<file path="src/rtl/regfile_np.sv">
// regfile_np: parametrised multi-port register file with combinational reads and optional write bypass.
// Latency: write 1 cycle, read 0 cycles; no backpressure, every cycle is accepted.
module regfile_np #(
  parameter int WIDTH    = 32,
  parameter int DEPTH    = 32,
  parameter int ADDR_W   = $clog2(DEPTH),
  parameter int NRD      = 2,
  parameter int ZERO_REG = 1,
  parameter int BYPASS   = 1
) (
  input  logic              clk,
  input  logic              rst,
  input  logic              we,
  input  logic [ADDR_W-1:0] waddr,
  input  logic [WIDTH-1:0]  wdata,
  input  logic [ADDR_W-1:0] raddr [0:NRD-1],
  output logic [WIDTH-1:0]  rdata [0:NRD-1],
  output logic              wr_err,
  output logic [NRD-1:0]    rd_err
);

  // One extra bit so DEPTH itself is representable for power-of-two depths.
  localparam logic [ADDR_W:0] DEPTH_W = (ADDR_W+1)'(DEPTH);

  logic [WIDTH-1:0] mem [0:DEPTH-1];
  logic             w_in_range;
  logic             wr_legal;

  assign w_in_range = ({1'b0, waddr} < DEPTH_W);
  // Writes to the hardwired-zero entry are dropped silently, not flagged.
  assign wr_legal   = we && w_in_range && !((ZERO_REG != 0) && (waddr == '0));

  always_ff @(posedge clk) begin
    if (rst) begin
      for (int k = 0; k < DEPTH; k++) mem[k] <= '0;
      wr_err <= 1'b0;
    end else begin
      wr_err <= we && !w_in_range;
      if (wr_legal) mem[waddr] <= wdata;
    end
  end

  // Range check comes first so an unbacked address never indexes storage.
  always_comb begin
    for (int i = 0; i < NRD; i++) begin
      rdata[i]  = '0;
      rd_err[i] = 1'b0;
      if ({1'b0, raddr[i]} >= DEPTH_W) begin
        rd_err[i] = 1'b1;
      end else if ((ZERO_REG != 0) && (raddr[i] == '0)) begin
        rdata[i] = '0;
      end else if ((BYPASS != 0) && wr_legal && !rst && (waddr == raddr[i])) begin
        rdata[i] = wdata;
      end else begin
        rdata[i] = mem[raddr[i]];
      end
    end
  end

endmodule

</file>
<file path="config.mk">
export PLATFORM = sky130hd
export DESIGN_NAME = regfile_np
export DESIGN_NICKNAME = d
export VERILOG_FILES = /design/src/rtl/regfile_np.sv
export SDC_FILE = /design/constraint.sdc
export NUM_CORES = 2
export LEC_CHECK = 0
export BUFFER_PORTS_ARGS = -buffer_cell sky130_fd_sc_hd__buf_2
export CORE_UTILIZATION = 30
export DETAILED_ROUTE_END_ITERATION = 16
export SYNTH_ARGS = -nofsm -noshare
export SYNTH_HDL_FRONTEND = slang
export SYNTH_SLANG_ARGS = --single-unit
</file>
<file path="constraint.sdc">
create_clock -name clk -period 2.4 [get_ports clk]
set_input_delay 0.24 -clock clk [delete_from_list [all_inputs] [get_ports clk]]
set_output_delay 0.24 -clock clk [all_outputs]
set_load 0.005 [all_outputs]
</file>
=== Yosys cells after proc, flatten, opt, wreduce, memory -nomap -nowiden ===
Memory sizes are Yosys's and may differ from the RTL's.
Cells that the tools add are included.

* Register bits: 0
* Latch bits: 0
* RAM bits: 1,024
* Bits in read-only memories: 0
* Input port bits: 50
* Output and inout port bits: 67
* Memories kept: 1

{| class="wikitable"
|+ Memory list
! memory !! depth !! bits a word !! read ports !! clocked after Yosys merged registers in !! wr ports !! RTL line !! text
|-
| mem || 32 || 32 || 2 || 0 || 32 || 25 || <nowiki>logic [WIDTH-1:0] mem [0:DEPTH-1];</nowiki>
|}

* $add $sub $neg: 0
* $mul: 0
* Divide/modulo/power cells: 0
* $lt $le $gt $ge: 0
* Equality and inequality tests: 2
* Shift-type cells: 0
* Mux-type cells: 12
* Bitwise logic cells: 0
* Reductions and logical operators: 10

{| class="wikitable"
|+ Operators by type and width
! operator !! count
|-
| 32-bit two-way mux || 5
|-
| 32-bit OR reduction || 1
|-
| 5-bit logical NOT || 3
|-
| 5-bit == test || 2
|-
| 1-bit two-way mux || 6
|-
| 5-bit two-way mux || 1
|-
| 1-bit logical AND || 4
|-
| 1-bit logical NOT || 2
|}

=== Logic depth before layout (Yosys ltp) ===
* Depth after elaboration: 8
* Depth in mapped cells: 9
* Depth with buffers taken out: 5

=== Worst setup path before layout ===
OpenSTA, ideal clock, no wires.

* Path type: input port to flip-flop
* Start: input port we
* End: memory mem[12][0] (enable)
* Library setup time: 0.375 ns
* Arrival time: 1.642 ns
* Required time: 2.025 ns
* Slack: 0.383 ns
* Stages: 5
* Cell sequence: nor2b_4 or3b_1 clkbuf_1 nor2_1 or2_2

{| class="wikitable"
|+ RTL lines
! item !! RTL line !! text
|-
| start: declaration || 13 || <nowiki>input logic we,</nowiki>
|-
| end: declaration || 25 ||
|}

==> flow_metrics.env <==
export IMPL_outcome="finished with violations"
export IMPL_violations="negative setup slack"
export IMPL_cap_violations=0
export IMPL_totalWireLength_um=205000
export IMPL_grt_pass1_wl_um=289000
export IMPL_cts_sinks=1024
export IMPL_cts_tree="yes"
export IMPL_drc=0
export IMPL_die_w_um=433
export IMPL_finalSetupViolCount=58
export IMPL_dr_first_iter_drc_count=4387
export IMPL_fp_dieH_um=433
export IMPL_syn2layout_area_growth_pct=24.1
export IMPL_synth_most_common_cell="edfxtp_1"
export IMPL_ys_flop_type="edfxtp_1"
export IMPL_syn_cell_area_um2=55800
export IMPL_ys_top_cells_by_count="edfxtp_1 (1024), and2_1 (994), mux2i_1 (609), clkbuf_1 (295), a22oi_1 (270)"
export IMPL_arrival_ps=2560
export IMPL_antenna_found_initial=7
export IMPL_report_final_hold_viol_count=0
export IMPL_worst_pin_slew_ps=802
export IMPL_synth_async_reset_ratio=0
export IMPL_clkPwrFrac=0.372
export IMPL_regArea_um2=30700
export IMPL_switchingPower_w=0.0119
export IMPL_top_regs="mem (1024)"
export IMPL_cts_buffers=104
export IMPL_fmax_ghz=0.357
export IMPL_dr_pass1_iters=5
export IMPL_grt_max_degree=43
export IMPL_synth_top_family_by_area="multiplexers"
export IMPL_dieArea_um2=188000
export IMPL_setup_slack_ps=-403
export IMPL_dp_cells=6861
export IMPL_setup_worst_path_end_class="primary output"
export IMPL_start_util=0.303
export IMPL_rsz0062_at_grt="true"
export IMPL_h_tree_depth=3
export IMPL_wire_per_inst_um=29.0
export IMPL_nNetsFinal=4586
export IMPL_path_clk_slew_ps=60
export IMPL_syn_avg_cell_area_um2=13.4
export IMPL_postLayoutCellArea_um2=69300
export IMPL_cp_data_required_time_ps=2160
export IMPL_layout_cells_non_filler=7092
export IMPL_p_int_w=0.0331
export IMPL_cts_root_buf="clkbuf_16"
export IMPL_synth_compound_area_frac=0.0726
export IMPL_period_share=1.17
export IMPL_port_buffer_count=113
export IMPL_ant_nets=0
export IMPL_multi_input_area_um2=25000
export IMPL_core_area_um2=184000
export IMPL_cts_max_path_buffers=3
export IMPL_gp_congestion=0.978
export IMPL_top_register="mem"
export IMPL_cp_start_kind="flip-flop"
export IMPL_synth_edf_count=1024
export IMPL_maxSlewViolCount=0
export IMPL_avgViaCountPerCell=5.52
export IMPL_power_frac_comb=0.156
export IMPL_fillers=17300
export IMPL_crit_fanout=2
export IMPL_switching_share=0.264
export IMPL_ys_top_cells_by_area="edfxtp_1 (55%), and2_1 (11%), mux2i_1 (11%), mux4_2 (8.5%), a22oi_1 (3.6%)"
export IMPL_via_count=39100
export IMPL_fin_crit_ps=2800
export IMPL_p_per_area_nw_per_um2=648
export IMPL_largest_reg_flops=1024
export IMPL_p_seq_frac=0.472
export IMPL_criticalPathCategory="reg -> out"
export IMPL_grt_overflow_total=0
export IMPL_synth_top_cell_area_share=0.551
export IMPL_hpwl_um=142000
export IMPL_num_rows=157
export IMPL_postLayoutCoreUtil=0.377
export IMPL_yosysWarnings=0
export IMPL_netlist_instances=4161
export IMPL_synth_simple_gate_area_share=0.141
export IMPL_grt_pass1_vias=38800
export IMPL_drive_gt1_frac=0.291
export IMPL_synth_mux_area_frac=0.195
export IMPL_synth_seq_cells=1024
export IMPL_maxSlewHeadroom=0.466
export IMPL_yosys_area_share_adder=0
export IMPL_synth_top_cell_by_area="edfxtp_1"
export IMPL_grtUsageTotal=0.214
export IMPL_ir_drop_uv=574
export IMPL_holdCritPathClass="in -> reg"
export IMPL_post_dp_cell_area_um2=63600
export IMPL_synth_xor_area_frac=0.00157
export IMPL_ys_seq_area_frac=0.551
export IMPL_yosys_cell_types_count=47
export IMPL_p_leak_nw=25.5
export IMPL_ios=117
critical path: stages (launching register included):
cell	delay (ps)
edfxtp_1	390
mux4_2	500
o22ai_4	240
nor4_1	80
o311a_1	440
buf_2	190
per-stage QoR:
stage	setup TNS (ps)	hold slack, ps	total power (W)	setup slack, ps
final	-13040	71.1	0.0449	-403
after global routing	-15220	67.0	0.0460	-432
after CTS	-15140	22.7	0.0448	-478
after detailed placement	-12400	730	0.0278	-637
after global placement	-12300	739	0.0278	-635
after floorplan	0	438	0.0246	383
power by group through the flow:
| stage | Clock [W] | Combinational, W | Sequential (W) |
|---|---|---|---|
| floorplan | 0 | 0.00321 | 0.0213 |
| global placement | 0 | 0.00625 | 0.0215 |
| detailed placement | 0 | 0.00626 | 0.0216 |
| CTS | 0.0168 | 0.00674 | 0.0212 |
| global route | 0.0175 | 0.00720 | 0.0213 |
| finish | 0.0167 | 0.00701 | 0.0212 |
routing by layer:
metal / vias to the layer above / track usage / part of all wire
met1: 20300 / 0.269 / 0.39
met4: 0 / 0.104 / 0.051
met3: 413 / 0.0320 / 0.077
li1: 16600 / - / -
met2: 1890 / 0.359 / 0.49
met5: - / 0 / 0
cell families (layout without fill, tap and decap cells):
logic type             count (synthesis)  after routing
other                                  1             39
buffers and inverters                454            883
flip-flops                          1024           1024
AO/OA/AOI/OAI                        547            547
multiplexers                         825            825
AND/OR/NAND/NOR                     1300           1300
XOR/XNOR                              10             10
path summary, 6_finish.rpt:
| kind | startpoint | endpoint | depth (start not counted) |
|---|---|---|---|
| hold / removal | wdata[27] | mem[2][27] | 2 |
| setup / recovery | mem[22][20] | rdata[20] | 5 |
cells in the final DEF, fill, tap and decap left out, drive strengths merged, types with 2 or more instances in the layout:
cell type / instances
a22o: 31
or3b: 4
nand2b: 2
nand3b: 6
nor2: 101
xnor2: 5
mux4: 211
o31a: 2
a31oi: 78
nor2b: 6
inv: 5
clkinv: 51
clkinvlp: 5
and2: 994
a211oi: 3
a21oi: 5
o22ai: 62
or3: 33
mux2: 5
mux2i: 609
o31ai: 32
buf: 684
conb: 35
nand3: 20
and4: 5
o211ai: 33
o311a: 31
and3: 52
xor2: 5
bufinv: 13
edfxtp: 1024
nand2: 9
a22oi: 270
or2: 32
nor4: 31
clkbuf: 123
diode: 4
layout make-up:
cell class | count | area share
sequential | 1024 | 0.444
multi-input combinational | 2717 | 0.361
timing repair buffer | 688 | 0.102
tap | 2464 | 0.0445
clock buffer | 121 | 0.0385
clock inverter | 73 | 0.0104
antenna | 4 | 0.000144
inverter | 1 | 0.0000542
repair_timing:
action | CTS | global route
gates cloned | 2 | 2
endpoints found under the setup margin | 64 | 63
setup buffers | 41 | 27
gates resized for setup | 268 | 91
endpoints found under the hold margin | 7 | 0
pin swaps | 113 | 94
hold buffers | 1 | 0
(Power assumes the default switching activity.)
